==> config.mk <==
export PLATFORM = sky130hd
export DESIGN_NAME = mc_ctrl_flat
export DESIGN_NICKNAME = d
export VERILOG_FILES = /design/src/rtl/mc_ctrl_pkg.sv /design/src/rtl/mc_ctrl_if.sv /design/src/rtl/mc_decode.sv /design/src/rtl/mc_ctrl.sv /design/src/flat_wrapper.sv
export SDC_FILE = /design/constraint.sdc
export NUM_CORES = 1
export LEC_CHECK = 0
export BUFFER_PORTS_ARGS = -buffer_cell sky130_fd_sc_hd__buf_2
export CAP_MARGIN = 10
export CORE_MARGIN = 8
export CORE_UTILIZATION = 43
export CTS_CLUSTER_DIAMETER = 30
export CTS_CLUSTER_SIZE = 20
export DETAILED_ROUTE_END_ITERATION = 8
export PLACE_DENSITY = 0.77
export REMOVE_ABC_BUFFERS = 1
export SYNTH_ARGS = -nofsm -noshare
export SYNTH_HDL_FRONTEND = slang
export SYNTH_SLANG_ARGS = --single-unit
==> constraint.sdc <==
create_clock -name clk -period 1.8 [get_ports clk]
set_input_delay 0.09 -clock clk [delete_from_list [all_inputs] [get_ports clk]]
set_output_delay 0.09 -clock clk [all_outputs]
set_load 0.02 [all_outputs]
==> src/rtl/mc_ctrl_pkg.sv <==
// Shared constants for the multi-cycle MIPS-subset controller: ALU op codes,
// state encodings, opcode/funct values and the decoded instruction class.
package mc_ctrl_pkg;

   localparam logic [4:0] ALU_ADD = 5'd0;
   localparam logic [4:0] ALU_SUB = 5'd1;
   localparam logic [4:0] ALU_ORI = 5'd2;
   localparam logic [4:0] ALU_SLL = 5'd3;
   localparam logic [4:0] ALU_LUI = 5'd4;

   typedef enum logic [2:0] {
      S_FETCH  = 3'd0,
      S_DECODE = 3'd1,
      S_EXEC   = 3'd2,
      S_MEM    = 3'd3,
      S_WB     = 3'd4,
      S_HALT   = 3'd5
   } state_t;

   localparam logic [5:0] OP_RTYPE = 6'h00;
   localparam logic [5:0] OP_BEQ   = 6'h04;
   localparam logic [5:0] OP_ORI   = 6'h0D;
   localparam logic [5:0] OP_LUI   = 6'h0F;
   localparam logic [5:0] OP_LW    = 6'h23;
   localparam logic [5:0] OP_SW    = 6'h2B;

   localparam logic [5:0] FN_SLL = 6'h00;
   localparam logic [5:0] FN_ADD = 6'h20;
   localparam logic [5:0] FN_SUB = 6'h22;

   typedef enum logic [3:0] {
      C_NONE, C_ADD, C_SUB, C_SLL, C_ORI, C_LUI, C_LW, C_SW, C_BEQ
   } cls_t;

   typedef struct packed {
      logic       ir_we;
      logic       pc_we;
      logic       pc_sel;
      logic [4:0] alu_op;
      logic [1:0] alu_b_sel;
      logic       reg_we;
      logic       reg_dst;
      logic       wd_sel;
      logic       mem_we;
      logic       instr_done;
   } ctrl_t;

   function automatic logic [4:0] exec_alu_op(cls_t c);
      case (c)
         C_SUB, C_BEQ: return ALU_SUB;
         C_SLL:        return ALU_SLL;
         C_ORI:        return ALU_ORI;
         C_LUI:        return ALU_LUI;
         default:      return ALU_ADD;
      endcase
   endfunction

   // 0 = rt data, 1 = sign-extended imm, 2 = zero-extended imm
   function automatic logic [1:0] exec_b_sel(cls_t c);
      case (c)
         C_LW, C_SW:   return 2'd1;
         C_ORI, C_LUI: return 2'd2;
         default:      return 2'd0;
      endcase
   endfunction

endpackage

==> src/rtl/mc_ctrl_if.sv <==
// Controller <-> datapath bundle: IR fields and status in, state/enables/selects out.
import mc_ctrl_pkg::*;

interface mc_ctrl_if #(parameter int ALU_OP_W = 5);
   logic [5:0]          opcode;
   logic [5:0]          funct;
   logic                branch_eq;
   logic                mem_ready;
   logic [2:0]          state;
   logic                ir_we;
   logic                pc_we;
   logic                pc_sel;
   logic [ALU_OP_W-1:0] alu_op;
   logic [1:0]          alu_b_sel;
   logic                reg_we;
   logic                reg_dst;
   logic                wd_sel;
   logic                mem_we;
   logic                instr_done;
   logic                illegal;

   modport master (
      input  opcode, funct, branch_eq, mem_ready,
      output state, ir_we, pc_we, pc_sel, alu_op, alu_b_sel,
             reg_we, reg_dst, wd_sel, mem_we, instr_done, illegal
   );

   modport slave (
      output opcode, funct, branch_eq, mem_ready,
      input  state, ir_we, pc_we, pc_sel, alu_op, alu_b_sel,
             reg_we, reg_dst, wd_sel, mem_we, instr_done, illegal
   );
endinterface

==> src/rtl/mc_decode.sv <==
// Combinational instruction classifier: opcode/funct -> class, plus unsupported flag.
import mc_ctrl_pkg::*;

module mc_decode (
   input  logic [5:0] opcode,
   input  logic [5:0] funct,
   output cls_t       cls,
   output logic       illegal
);

   always_comb begin
      cls     = C_NONE;
      illegal = 1'b0;
      case (opcode)
         OP_RTYPE: begin
            case (funct)
               FN_ADD:  cls = C_ADD;
               FN_SUB:  cls = C_SUB;
               FN_SLL:  cls = C_SLL;
               default: illegal = 1'b1;
            endcase
         end
         OP_ORI:  cls = C_ORI;
         OP_LUI:  cls = C_LUI;
         OP_LW:   cls = C_LW;
         OP_SW:   cls = C_SW;
         OP_BEQ:  cls = C_BEQ;
         default: illegal = 1'b1;
      endcase
   end

endmodule

==> src/rtl/mc_ctrl.sv <==
// Multi-cycle MIPS-subset control FSM driving the ALU and datapath enables.
// Optional ILLEGAL_TRAP_EN: unsupported instructions park the FSM in HALT.
//
// state  | meaning
// FETCH  | load IR, PC <= PC+4
// DECODE | classify IR, latch class
// EXEC   | ALU operation; beq resolves and completes here
// MEM    | lw/sw access, held until mem_ready
// WB     | register file write, instruction completes
// HALT   | trapped on unsupported instruction, held until reset
import mc_ctrl_pkg::*;

module mc_ctrl #(
   parameter int ALU_OP_W = 5
) (
   input logic       clk,
   input logic       reset,
   mc_ctrl_if.master bus
);

   state_t state_q, state_d;
   cls_t   cls_q;
   cls_t   dec_cls;
   logic   dec_ill;
   ctrl_t  ctrl;

   mc_decode u_decode (
      .opcode  (bus.opcode),
      .funct   (bus.funct),
      .cls     (dec_cls),
      .illegal (dec_ill)
   );

   always_ff @(posedge clk) begin
      if (reset) begin
         state_q <= S_FETCH;
         cls_q   <= C_NONE;
      end else begin
         state_q <= state_d;
         if (state_q == S_DECODE)
            cls_q <= dec_cls;
      end
   end

   always_comb begin
      state_d     = state_q;
      ctrl        = '0;
      ctrl.alu_op = ALU_ADD;
      case (state_q)
         S_FETCH: begin
            ctrl.ir_we = 1'b1;
            ctrl.pc_we = 1'b1;
            state_d    = S_DECODE;
         end
         S_DECODE: begin
            if (dec_ill) begin
`ifdef ILLEGAL_TRAP_EN
               state_d = S_HALT;
`else
               ctrl.instr_done = 1'b1;
               state_d         = S_FETCH;
`endif
            end else begin
               state_d = S_EXEC;
            end
         end
         S_EXEC: begin
            ctrl.alu_op    = exec_alu_op(cls_q);
            ctrl.alu_b_sel = exec_b_sel(cls_q);
            case (cls_q)
               C_LW, C_SW: state_d = S_MEM;
               C_BEQ: begin
                  ctrl.pc_we      = bus.branch_eq;
                  ctrl.pc_sel     = 1'b1;
                  ctrl.instr_done = 1'b1;
                  state_d         = S_FETCH;
               end
               C_NONE:  state_d = S_FETCH;
               default: state_d = S_WB;
            endcase
         end
         S_MEM: begin
            ctrl.mem_we = (cls_q == C_SW);
            if (bus.mem_ready) begin
               if (cls_q == C_SW) begin
                  ctrl.instr_done = 1'b1;
                  state_d         = S_FETCH;
               end else begin
                  state_d = S_WB;
               end
            end
         end
         S_WB: begin
            ctrl.reg_we     = 1'b1;
            ctrl.instr_done = 1'b1;
            ctrl.reg_dst    = (cls_q == C_ADD) || (cls_q == C_SUB) || (cls_q == C_SLL);
            ctrl.wd_sel     = (cls_q == C_LW);
            state_d         = S_FETCH;
         end
         S_HALT: begin
`ifdef ILLEGAL_TRAP_EN
            state_d = S_HALT;
`else
            state_d = S_FETCH;
`endif
         end
         default: state_d = S_FETCH;
      endcase

      // reset aborts the current instruction: nothing may be written this cycle
      if (reset) begin
         ctrl        = '0;
         ctrl.alu_op = ALU_ADD;
      end
   end

   assign bus.state      = state_q;
   assign bus.ir_we      = ctrl.ir_we;
   assign bus.pc_we      = ctrl.pc_we;
   assign bus.pc_sel     = ctrl.pc_sel;
   assign bus.alu_op     = ALU_OP_W'(ctrl.alu_op);
   assign bus.alu_b_sel  = ctrl.alu_b_sel;
   assign bus.reg_we     = ctrl.reg_we;
   assign bus.reg_dst    = ctrl.reg_dst;
   assign bus.wd_sel     = ctrl.wd_sel;
   assign bus.mem_we     = ctrl.mem_we;
   assign bus.instr_done = ctrl.instr_done;

`ifdef ILLEGAL_TRAP_EN
   assign bus.illegal = (state_q == S_HALT) && !reset;
`else
   assign bus.illegal = 1'b0;
`endif

endmodule
==> src/flat_wrapper.sv <==
// flat-port wrapper written by rule: the top's interface ports become plain ports
module mc_ctrl_flat 
#(
   parameter int ALU_OP_W = 5
)
  (clk, reset, bus_opcode, bus_funct, bus_branch_eq, bus_mem_ready, bus_state, bus_ir_we, bus_pc_we, bus_pc_sel, bus_alu_op, bus_alu_b_sel, bus_reg_we, bus_reg_dst, bus_wd_sel, bus_mem_we, bus_instr_done, bus_illegal);
  mc_ctrl_if #(.ALU_OP_W(ALU_OP_W)) bus_i ();
  input logic clk;
  input logic reset;
  input wire logic [$bits(bus_i.opcode)-1:0] bus_opcode;
  input wire logic [$bits(bus_i.funct)-1:0] bus_funct;
  input wire logic [$bits(bus_i.branch_eq)-1:0] bus_branch_eq;
  input wire logic [$bits(bus_i.mem_ready)-1:0] bus_mem_ready;
  output wire logic [$bits(bus_i.state)-1:0] bus_state;
  output wire logic [$bits(bus_i.ir_we)-1:0] bus_ir_we;
  output wire logic [$bits(bus_i.pc_we)-1:0] bus_pc_we;
  output wire logic [$bits(bus_i.pc_sel)-1:0] bus_pc_sel;
  output wire logic [$bits(bus_i.alu_op)-1:0] bus_alu_op;
  output wire logic [$bits(bus_i.alu_b_sel)-1:0] bus_alu_b_sel;
  output wire logic [$bits(bus_i.reg_we)-1:0] bus_reg_we;
  output wire logic [$bits(bus_i.reg_dst)-1:0] bus_reg_dst;
  output wire logic [$bits(bus_i.wd_sel)-1:0] bus_wd_sel;
  output wire logic [$bits(bus_i.mem_we)-1:0] bus_mem_we;
  output wire logic [$bits(bus_i.instr_done)-1:0] bus_instr_done;
  output wire logic [$bits(bus_i.illegal)-1:0] bus_illegal;
  assign bus_i.opcode = bus_opcode;
  assign bus_i.funct = bus_funct;
  assign bus_i.branch_eq = bus_branch_eq;
  assign bus_i.mem_ready = bus_mem_ready;
  assign bus_state = bus_i.state;
  assign bus_ir_we = bus_i.ir_we;
  assign bus_pc_we = bus_i.pc_we;
  assign bus_pc_sel = bus_i.pc_sel;
  assign bus_alu_op = bus_i.alu_op;
  assign bus_alu_b_sel = bus_i.alu_b_sel;
  assign bus_reg_we = bus_i.reg_we;
  assign bus_reg_dst = bus_i.reg_dst;
  assign bus_wd_sel = bus_i.wd_sel;
  assign bus_mem_we = bus_i.mem_we;
  assign bus_instr_done = bus_i.instr_done;
  assign bus_illegal = bus_i.illegal;
  mc_ctrl #(.ALU_OP_W(ALU_OP_W)) u_core (.clk(clk), .reset(reset), .bus(bus_i));
endmodule
### Word-level counts from Yosys, hierarchy flattened

Index checks and enable logic that the tools add are counted.

| storage, ports and cells | value |
|---|---|
| word-level logic and storage cells | 57 |
| input port bits | 16 |
| register bits after elaboration | 7 |
| output and inout port bits | 19 |

| cells by class | value |
|---|---|
| equality and inequality tests | 20 |
| reductions and logical operators | 12 |
| multiplexer cells | 23 |

Operators by type and width:

| operator | number |
|---|---|
| 6-bit == test, second input constant | 4 |
| 3-bit case mux with 4 select lines | 2 |
| 4-bit case mux with 6 select lines | 1 |
| 4-bit by 3-bit == test with 1-bit output, second input constant | 4 |
| 15-bit 2-to-1 mux | 1 |
| 6-bit by 4-bit == test with 1-bit output, second input constant | 2 |
| 6-bit zero test | 2 |
| 3-bit 2-to-1 mux | 3 |
| 4-bit by 2-bit == test with 1-bit output, second input constant | 2 |
| 8-bit 2-to-1 mux | 1 |
| 2-bit OR reduction | 4 |
| 1-bit 2-to-1 mux | 7 |
| 3-bit by 2-bit == test with 1-bit output, second input constant | 2 |
| 6-bit by 3-bit == test with 1-bit output, second input constant | 1 |
| 2-bit case mux with 3 select lines | 1 |
| 3-bit case mux with 2 select lines | 1 |
| 5-bit OR reduction | 1 |
| 4-bit by 1-bit == test with 1-bit output, second input constant | 1 |
| 4-bit == test, second input constant | 1 |
| 4-bit zero test | 1 |
| 2-bit 2-to-1 mux | 2 |
| 1-bit case mux with 2 select lines | 2 |
| 1-bit case mux with 4 select lines | 1 |
| 2-bit case mux with 2 select lines | 1 |
| other kinds (6) | 7 |

### Longest topological paths before layout

Gate-level depths: netlist (run 1).

| depth | value |
|---|---|
| word-level depth | 7 |
| depth in mapped cells | 5 |
| gate-level depth less buffers | 4 |

### By module

From an unflattened synthesis (run 1), not the netlist that was laid out.

| unflattened totals | value |
|---|---|
| cells, all modules | 96 |
| area total of the unflattened synthesis | 720.7 um2 |

By module, submodules not included:

| module | seq. area each (um2) | cells an instance | area an instance (um2) | instances |
|---|---|---|---|---|
| mc_ctrl | 140.1 | 76 | 561.8 | 1 |
| mc_decode | 0.0 | 20 | 158.9 | 1 |

### Least setup slack after synthesis (run 1)

Ideal clock, no wire load.

| timing | value |
|---|---|
| kind | reg2out |
| start | reg u_core.state_q[1], in the netlist u_core.bus.state[1] |
| end | out bus_pc_we |
| buffers on the path | 0 |
| slack | -0.357 ns |
| stages on the path, launching flop included | 5 |
| data required time | 1.710 ns |
| data arrival time | 2.067 ns |
| cell sequence | dfxtp_1 or3b_4 or2_4 nor3_1 a21o_1 |

| on the way | value |
|---|---|
| cells in the longest elaborated chain, start to end | 3 |
| elaborated cells on any way between the ends | 4 |
| classes of those cells | eq/ne: 1; mux: 2; reduce/logical: 1 |

RTL lines:

| element | RTL line | source |
|---|---|---|
| start: declaration | mc_ctrl.sv:21 | `state_t state_q, state_d;` |
| start signal: assignment | mc_ctrl.sv:39 | `state_q <= state_d;` |
| 3-bit by 2-bit == test with 1-bit output / 3-bit zero test (equally long branches) | mc_ctrl.sv:49 | `case (state_q)` |
| 1-bit case mux with 2 select lines * | mc_ctrl.sv:49 |  |
| 15-bit 2-to-1 mux * | mc_ctrl.sv:111 | `if (reset) begin` |
| end: declaration | flat_wrapper.sv:16 | `output wire logic [$bits(bus_i.pc_we)-1:0] bus_pc_we;` |

Every way passes the cells marked *; elsewhere a longest branch is shown, timed or not.

### Final worst setup path (run 1)

| timing | value |
|---|---|
| start | reg u_core.state_q[2], in the netlist u_core.bus.state[2] |
| end | out bus_alu_op[2] |

| on the way | value |
|---|---|
| cells in the longest elaborated chain, start to end | 3 |

RTL lines:

| element | RTL line | source |
|---|---|---|
| 3-bit by 2-bit == test with 1-bit output | mc_ctrl.sv:49 |  |
| 8-bit 2-to-1 mux | mc_ctrl.sv:49 |  |
| 15-bit 2-to-1 mux | mc_ctrl.sv:111 |  |
| end: declaration | flat_wrapper.sv:18 | `output wire logic [$bits(bus_i.alu_op)-1:0] bus_alu_op;` |

No other way between the ends.

==> impl_metrics.json, run 1 <==
{
  "cp_num_buf_inv": 1,
  "grt_max_degree": 13,
  "die_y_um": 54.75,
  "antenna_found_initial": 0,
  "cts_buffer_depth": 2,
  "finalSetupViolations": 1,
  "synth_xor_area_share_pct": 2.713,
  "clock-sinks": 7,
  "drt_iter0_drc": 17,
  "finalWorstSetupSlack_ns": -0.02871,
  "synth_cells": 82,
  "layout-drive-gt1-share_pct": 45.53,
  "holdWs_ns": 0.1048,
  "fp.dieArea_mm2": 0.002998,
  "min_path_type": "primary input to register",
  "ys_async_sr_fraction_pct": 0,
  "cts_tree": "yes",
  "start_util_pct": 44.41,
  "switching_share_pct": 28.37,
  "critPathLaunchType": "register",
  "port_buffers": 31,
  "cp.required_ns": 1.71,
  "fin_nets": 140,
  "insertedDiodeCount": 0,
  "h-tree-depth": 1,
  "synthAdderAreaFrac_pct": 0,
  "tns_ns": -0.02871,
  "p_leak_nw": 0.4331,
  "grt_overflow": 0,
  "grt_first_pass_wirelength_um": 3042,
  "vias": 766,
  "synth-compound-area-share_pct": 23.84,
  "seq_power_share_pct": 40.0,
  "violations": "setup timing",
  "slowest_delay_ns": 0.38,
  "cts_buffers": 3,
  "final_cells": 139,
  "ir_drop_mv": 0.3362,
  "synthSimpleGateAreaFrac_pct": 43.02,
  "top_level_ports": 35,
  "drv_slew": 0,
  "p_comb_share_pct": 25.7,
  "clk_pin_slew_worst_paths_ns": 0.05,
  "ys_seq_area_share_pct": 21.71,
  "synth_mux_area_share_pct": 0,
  "drc": 0,
  "layout_common_cells": "28 x buf_2, 10 x buf_4, 8 x nor2_1",
  "synth_top_family_by_area": "simple AND/OR/NAND/NOR gates",
  "syn_area_um2": 645.6,
  "drt-pass1-iter-count": 4,
  "place_inst": 131,
  "syn_to_final_growth_pct": 44.19,
  "hold_viol": 0,
  "netSwitchingPower_mw": 0.1132,
  "cellPowerDensity_mw_per_mm2": 428.6,
  "num_rows": 14,
  "core_area_mm2": 0.001454,
  "slowest_stage": "or3b_4",
  "rsz0062_at_grt": "yes",
  "cts_root_buffer": "clkbuf_4",
  "setup.worst_path.class": "register to output port",
  "place_congestion": 0.7662,
  "multiInputGateArea_um2": 481.7,
  "ys_seq_elements": 7,
  "critical-path-top-delay-family": "simple AND/OR/NAND/NOR gates",
  "drt.antenna.violating_nets": 0,
  "finalCritPeriodShare_pct": 101.6,
  "critPathCaptureType": "output port",
  "cp.arrival_ns": 1.74,
  "period_needed_ns": 1.829,
  "internal_power_mw": 0.2858,
  "synth_edf_count": 0,
  "synth.distinct_cells": 40,
  "vias_per_cell": 5.511,
  "die_w_um": 54.75,
  "fin_worst_skew_ns": 0.004970,
  "pwr-share-clk_pct": 34.3,
  "drv_cap": 0,
  "fmax_ghz": 0.5468,
  "nFillCells": 131,
  "ctsHoldBuffers": 0,
  "ys_warn_count": 0,
  "cp_max_fo": 5,
  "avgSynthCellArea_um2": 7.873,
  "ys.flop_type": "dfxtp_1",
  "crit_chain": "or3b_4 -> or2_4 -> nor4b_4 -> and2_1 -> buf_6",
  "final_common_cell": "buf_2",
  "gr-usage-all-layers_pct": 13.54,
  "clock_latency_ns": 0.25,
  "drt-wirelength-per-cell_um": 13.96,
  "seq_area_um2": 146.4,
  "status": "finished, violations left",
  "hpwl_um": 1507,
  "grt_pass1_vias": 728,
  "drt-total-wl_um": 1941
}
## registers in the layout, indices dropped and copies added, names as in the netlist
register          flops
u_core.cls_q          4
u_core.bus.state      3
## what timing repair did
item | CTS | global route
gates resized for setup | 8 | 5
endpoints found under the setup margin | 6 | 7
buffers inserted | 3 | 1
pin swaps | 3 | 3
## layout make-up
type                            instances  area share, %
Multi-Input combinational cell         67          51.75
Timing Repair Buffer                   40          25.54
Sequential cell                         7          15.73
Clock buffer                            4          2.823
Tap cell                               16          2.151
Inverter                                5          2.016
## final timing paths
check	endpoint	slack, ns	cells past startpoint	from
worst min-delay path	u_core.cls_q[2]$_SDFFE_PP0P_	0.10	2	reset
worst max register to register	u_core.bus.state[2]$_SDFFE_PP0P_	0.37	4	u_core.cls_q[3]$_SDFFE_PP0P_
worst max-delay path	bus_alu_op[2]	-0.03	5	u_core.bus.state[2]$_SDFFE_PP0P_
worst min register to register	u_core.cls_q[2]$_SDFFE_PP0P_	0.56	2	u_core.cls_q[2]$_SDFFE_PP0P_
## cells by family after synthesis
kind of cell / count (synthesis)
AND/OR/NAND/NOR: 42
buffers and inverters: 10
XOR/XNOR: 2
other: 1
AO/OA/AOI/OAI: 20
flip-flops: 7
## power by group through the flow
stage	combinational [mW]	sequential, mW	clock (mW)
3_5_place_dp	0.0964	0.164	0
6_report	0.102	0.160	0.137
4_1_cts	0.0993	0.159	0.142
2_1_floorplan	0.0445	0.169	0
3_3_place_gp	0.0940	0.163	0
5_1_grt	0.112	0.159	0.163
## metrics by stage
stage	utilization [%]	cell area, um^2	setup slack (ns)	total power, mW
after floorplan	-	619.3	-0.3564	0.2135
after global placement	57.23	832.0	0.1385	0.2574
after detailed placement	57.23	832.0	0.1033	0.2602
after CTS	62.13	903.4	-0.06049	0.4008
after global routing	64.03	930.9	-0.1240	0.4345
final	64.03	930.9	-0.02871	0.3990
## synth_stat cells, types with 2 or more instances
cell      instances  area [um^2]
nand2b_1          3        18.77
nor2b_1           2        12.51
a32o_1            3        30.03
nand3b_1          2        15.01
nand4b_1          3        26.28
nor4_1            3        18.77
a31oi_1           3        18.77
dfxtp_1           7        140.1
nor2_1            8        30.03
nand2_1           4        15.01
buf_4             4        30.03
inv_1             5        18.77
a21oi_1           4        20.02
nor3_1            5        25.02
## routing by layer
| metal | part of all wire, % | vias to the layer above | track usage [%] |
|---|---|---|---|
| li1 | - | 394 | - |
| met2 | 50 | 26 | 22.64 |
| met3 | 7.5 | 2 | 3.261 |
| met1 | 42 | 344 | 15.82 |
| met4 | 0.41 | 0 | 6.148 |
| met5 | 0 | - | 0 |
Power figures use the tool's default switching activity.
==> run 2, diff against run 1 <==
--- a/config.mk
+++ b/config.mk
@@ -8,11 +8,11 @@
 export BUFFER_PORTS_ARGS = -buffer_cell sky130_fd_sc_hd__buf_2
 export CAP_MARGIN = 10
 export CORE_MARGIN = 8
-export CORE_UTILIZATION = 43
+export CORE_UTILIZATION = 39
 export CTS_CLUSTER_DIAMETER = 30
 export CTS_CLUSTER_SIZE = 20
 export DETAILED_ROUTE_END_ITERATION = 8
-export PLACE_DENSITY = 0.77
+export PLACE_DENSITY = 0.71
 export REMOVE_ABC_BUFFERS = 1
 export SYNTH_ARGS = -nofsm -noshare
 export SYNTH_HDL_FRONTEND = slang
==> constraint.sdc (replaced) <==
create_clock -name clk -period 1.8 [get_ports clk]
set_input_delay 0.18 -clock clk [delete_from_list [all_inputs] [get_ports clk]]
set_output_delay 0.18 -clock clk [all_outputs]
set_load 0.02 [all_outputs]
==> impl_metrics.json, run 2 (synthesis gave the netlist of run 1 again) <==
{
  "top_level_ports": 35,
  "cts_buffers": 3,
  "fin_nets": 147,
  "grt_pass1_vias": 838,
  "layout_common_cells": "22 x buf_4, 21 x buf_2, 8 x nor2_1",
  "insertedDiodeCount": 0,
  "grt_max_degree": 13,
  "die_w_um": 56.69,
  "die_y_um": 56.69,
  "nFillCells": 122,
  "use_met2_pct": 22.10,
  "cts_tree": "yes",
  "period_needed_ns": 2.005,
  "final_cells": 146,
  "core_area_mm2": 0.001524,
  "dp_slack_ns": 0.02068,
  "cp.required_ns": 1.62,
  "finalSetupViolations": 6,
  "antenna_found_initial": 0,
  "grt_busiest_layer": "met2",
  "fp.dieArea_mm2": 0.003213,
  "met3_usage_pct": 4.494,
  "min-delay-start": "reset",
  "cellPowerDensity_mw_per_mm2": 397.6,
  "h-tree-depth": 1,
  "min_path_type": "primary input to register",
  "critPathLaunchType": "register",
  "cp_max_fo": 4,
  "cts_root_buffer": "clkbuf_4",
  "layout-drive-gt1-share_pct": 54.62,
  "hold_viol": 0,
  "relSlewSlack_pct": 65.18,
  "largest_register": "u_core.cls_q",
  "finalCritPeriodShare_pct": 111.4,
  "critPathCaptureType": "output port",
  "r2r_start": "u_core.bus.state[2]$_SDFFE_PP0P_",
  "vias": 815,
  "num_rows": 14,
  "drc": 0,
  "clk_pin_slew_worst_paths_ns": 0.06,
  "finalPower_mw": 0.4214,
  "drt-pass1-iter-count": 4,
  "status": "finished, violations left",
  "ir_drop_mv": 0.3897,
  "ctsHoldBuffers": 0,
  "gr-usage-all-layers_pct": 12.40,
  "setup.worst_path.class": "register to output port",
  "r2r_end": "u_core.cls_q[1]$_SDFFE_PP0P_",
  "vias_per_cell": 5.582,
  "port_buffers": 31,
  "hpwl_um": 1563,
  "fin_worst_skew_ns": 0.008726,
  "fmax_ghz": 0.4988,
  "drt_iter0_drc": 8,
  "ff2ff_path_depth": 6,
  "tightest_slew_ns": 0.5212,
  "p_leak_nw": 0.4726,
  "largest_reg_flops": 4,
  "drt-wirelength-per-cell_um": 15.27,
  "reg2reg_slack_ns": 0.16,
  "violations": "setup timing",
  "final_common_cell": "buf_4",
  "clock-sinks": 7,
  "drv_cap": 0,
  "drt.antenna.violating_nets": 0,
  "grt_first_pass_wirelength_um": 3381,
  "hold_end": "u_core.cls_q[2]$_SDFFE_PP0P_",
  "grt_use_met1_pct": 12.33,
  "grt_overflow": 0,
  "place_congestion": 0.8115,
  "clock_latency_ns": 0.27,
  "finalWorstSetupSlack_ns": -0.2050,
  "drv_slew": 0,
  "cts_buffer_depth": 2,
  "drt-total-wl_um": 2229,
  "place_inst": 136,
  "syn_to_final_growth_pct": 64.15,
  "rsz0062_at_grt": "yes",
  "start_util_pct": 42.36,
  "hold_depth": 3,
  "cp.arrival_ns": 1.82
}
[run 2: worst max-delay path, stage by stage, from the launching register on]
cell and delay [ns]:
dfxtp_4 0.34, or3b_4 0.39, or2_4 0.26, nor4b_4 0.27, and2_1 0.18, buf_6 0.12
[run 2: stage by stage]
stage	utilization, %	hold WS [ns]	instance area, um^2	setup TNS (ns)
after floorplan	-	0.2491	619.3	-1.355
after global placement	57.06	0.5134	869.6	0
after detailed placement	57.06	0.5153	869.6	0
after CTS	64.37	0.2284	980.9	-0.9025
after global routing	69.54	0.2412	1060	-1.217
final	69.54	0.2400	1060	-0.8065
[run 2: power breakdown]
group | switching, mW | total [mW] | internal, mW
Sequential | 0.00254 | 0.158 | 0.155
Clock | 0.0699 | 0.155 | 0.0853
Combinational | 0.0603 | 0.109 | 0.0483
[run 2: how the worst max path moves through the flow]
stage	cells after the start	endpoint	startpoint
6_report	5	bus_alu_op[2]	u_core.bus.state[2]$_SDFFE_PP0P_
3_3_place_gp	5	bus_alu_op[2]	u_core.bus.state[2]$_SDFFE_PP0P_
4_1_cts	5	bus_alu_op[2]	u_core.bus.state[2]$_SDFFE_PP0P_
2_1_floorplan	4	bus_pc_we	u_core.bus.state[1]$_SDFFE_PP0P_
5_1_grt	5	bus_alu_op[2]	u_core.bus.state[2]$_SDFFE_PP0P_
3_5_place_dp	5	bus_alu_op[2]	u_core.bus.state[2]$_SDFFE_PP0P_
[run 2: final cells by class]
class                   instances  area (um^2)  area share, %
well taps                      16        20.02          1.889
repair buffers                 47        315.3          29.75
flip-flops and latches          7        151.4          14.29
clock buffers                   4        26.28          2.479
multi-input cells              67        528.0          49.82
inverters                       5        18.77          1.771
[run 2: timing repair]
item                       CTS  global route
pin swaps                    3             1
resized for setup           15            18
buffers inserted             5             1
setup endpoints to repair   10            10
[run 2: per-layer routing]
metal	vias up	wire length, um
li1	406	-
met1	383	864
met2	21	1202
met3	5	120
met4	0	42
met5	-	0
==> run 3, diff against run 2 <==
--- a/config.mk
+++ b/config.mk
@@ -9,6 +9,7 @@
 export CAP_MARGIN = 10
 export CORE_MARGIN = 8
 export CORE_UTILIZATION = 39
+export CTS_BUF_LIST = sky130_fd_sc_hd__clkbuf_4 sky130_fd_sc_hd__clkbuf_8
 export CTS_CLUSTER_DIAMETER = 30
 export CTS_CLUSTER_SIZE = 20
 export DETAILED_ROUTE_END_ITERATION = 8
==> impl_metrics.json, run 3 (synthesis gave the netlist of run 1 again) <==
{
  "die_y_um": 56.69,
  "finalPower_mw": 0.4301,
  "drt_iter0_drc": 16,
  "cp_num_buf_inv": 1,
  "h-tree-depth": 1,
  "clock_latency_ns": 0.26,
  "cp.arrival_ns": 1.82,
  "slowest_delay_ns": 0.39,
  "vias_per_cell": 5.616,
  "grt_first_pass_wirelength_um": 3394,
  "place_inst": 136,
  "fp.dieArea_mm2": 0.003213,
  "pwr-share-clk_pct": 38.4,
  "grt_max_degree": 13,
  "vias": 820,
  "layout_common_cells": "22 x buf_4, 21 x buf_2, 8 x nor2_1",
  "gr-usage-all-layers_pct": 12.45,
  "port_buffers": 31,
  "cp.required_ns": 1.62,
  "fin_worst_skew_ns": 0.007635,
  "tns_ns": -0.7588,
  "drv_slew": 0,
  "finalSetupViolations": 6,
  "ir_drop_mv": 0.3894,
  "crit_chain": "or3b_4 -> or2_4 -> nor4b_4 -> and2_1 -> buf_6",
  "start_util_pct": 42.36,
  "drt.antenna.violating_nets": 0,
  "setup.worst_path.class": "register to output port",
  "switching_share_pct": 29.77,
  "status": "finished, violations left",
  "clk_pin_slew_worst_paths_ns": 0.06,
  "insertedDiodeCount": 0,
  "antenna_found_initial": 0,
  "core_area_mm2": 0.001524,
  "drv_cap": 0,
  "clock-sinks": 7,
  "period_needed_ns": 1.997,
  "die_w_um": 56.69,
  "dpl_cell_area_um2": 869.6,
  "layout-drive-gt1-share_pct": 55.38,
  "finalWorstSetupSlack_ns": -0.1970,
  "violations": "setup timing",
  "drc": 0,
  "critical-path-top-delay-family": "simple AND/OR/NAND/NOR gates",
  "final_cells": 146,
  "critPathCaptureType": "output port",
  "relSlewSlack_pct": 65.61,
  "place_congestion": 0.8115,
  "design_area_mm2": 0.001066,
  "cts_tree": "yes",
  "finalCritPeriodShare_pct": 110.9,
  "cts_root_buffer": "clkbuf_4",
  "dp_slack_ns": 0.02068,
  "syn_to_final_growth_pct": 65.12,
  "rsz0062_at_grt": "yes",
  "top_level_ports": 35,
  "cts_buffer_depth": 2,
  "cts_buffers": 3,
  "hpwl_um": 1563,
  "cellPowerDensity_mw_per_mm2": 403.4,
  "critPathLaunchType": "register",
  "drt-total-wl_um": 2222,
  "p_leak_nw": 0.4763,
  "fmax_ghz": 0.5007,
  "fin_nets": 147,
  "drt-pass1-iter-count": 4,
  "largest_register": "u_core.cls_q",
  "netSwitchingPower_mw": 0.1280,
  "min_path_type": "primary input to register",
  "reg2reg_slack_ns": 0.16,
  "num_rows": 14,
  "tightest_slew_ns": 0.5147,
  "p_comb_share_pct": 25.3,
  "internal_power_mw": 0.3020,
  "ctsHoldBuffers": 0,
  "grt_overflow": 0,
  "hold_viol": 0,
  "drt-wirelength-per-cell_um": 15.22,
  "slowest_stage": "or3b_4",
  "final_common_cell": "buf_4",
  "largest_reg_flops": 4,
  "seq_power_share_pct": 36.3,
  "grt_pass1_vias": 842,
  "cp_max_fo": 4
}
## run 3: power by group through the flow
stage / Sequential, mW / Clock (mW) / Combinational (mW)
after global placement: 0.163 / 0 / 0.0979
after global routing: 0.157 / 0.179 / 0.119
after floorplan: 0.169 / 0 / 0.0445
after CTS: 0.158 / 0.174 / 0.103
final: 0.156 / 0.165 / 0.109
after detailed placement: 0.163 / 0 / 0.0993
## run 3: layout make-up
cell class                      count  area, um^2
Fill cell                         125       457.9
Sequential cell                     7       153.9
Inverter                            5       18.77
Timing Repair Buffer               47       315.3
Multi-Input combinational cell     67       528.0
Tap cell                           16       20.02
Clock buffer                        4       30.03
## run 3: worst paths after layout
kind | from | endpoint | cells past startpoint
worst max-delay path | u_core.bus.state[2]$_SDFFE_PP0P_ | bus_alu_op[2] | 5
worst min-delay path | reset | u_core.cls_q[2]$_SDFFE_PP0P_ | 3
worst max register to register | u_core.bus.state[2]$_SDFFE_PP0P_ | u_core.cls_q[0]$_SDFFE_PP0P_ | 6
worst min register to register | u_core.cls_q[0]$_SDFFE_PP0P_ | u_core.cls_q[0]$_SDFFE_PP0P_ | 1
## run 3: what timing repair did
action,in CTS,in global routing
buffers inserted,5,1
gates resized for setup,15,19
endpoints found under the setup margin,10,10
pin swaps,3,1
## run 3: layer usage
metal  routed length, um  track usage (%)  up-vias
li1                    -                -      405
met1                 859            12.33      384
met2                1207            22.26       27
met3                 133            4.494        4
met4                  22            5.842        0
met5                   0                0        -
## run 3: worst register-to-register path, cell delays in order, from the launching register on
cell	delay, ns
dfxtp_4	0.34
buf_4	0.13
buf_4	0.13
buf_4	0.13
nor3b_1	0.44
nor2_1	0.15
a32o_1	0.23
## run 3: metrics by stage
stage / hold slack, ns / util (%)
global placement: 0.5134 / 57.06
global route: 0.2501 / 69.95
floorplan: 0.2491 / -
finish: 0.2491 / 69.95
detailed placement: 0.5153 / 57.06
CTS: 0.2236 / 64.61
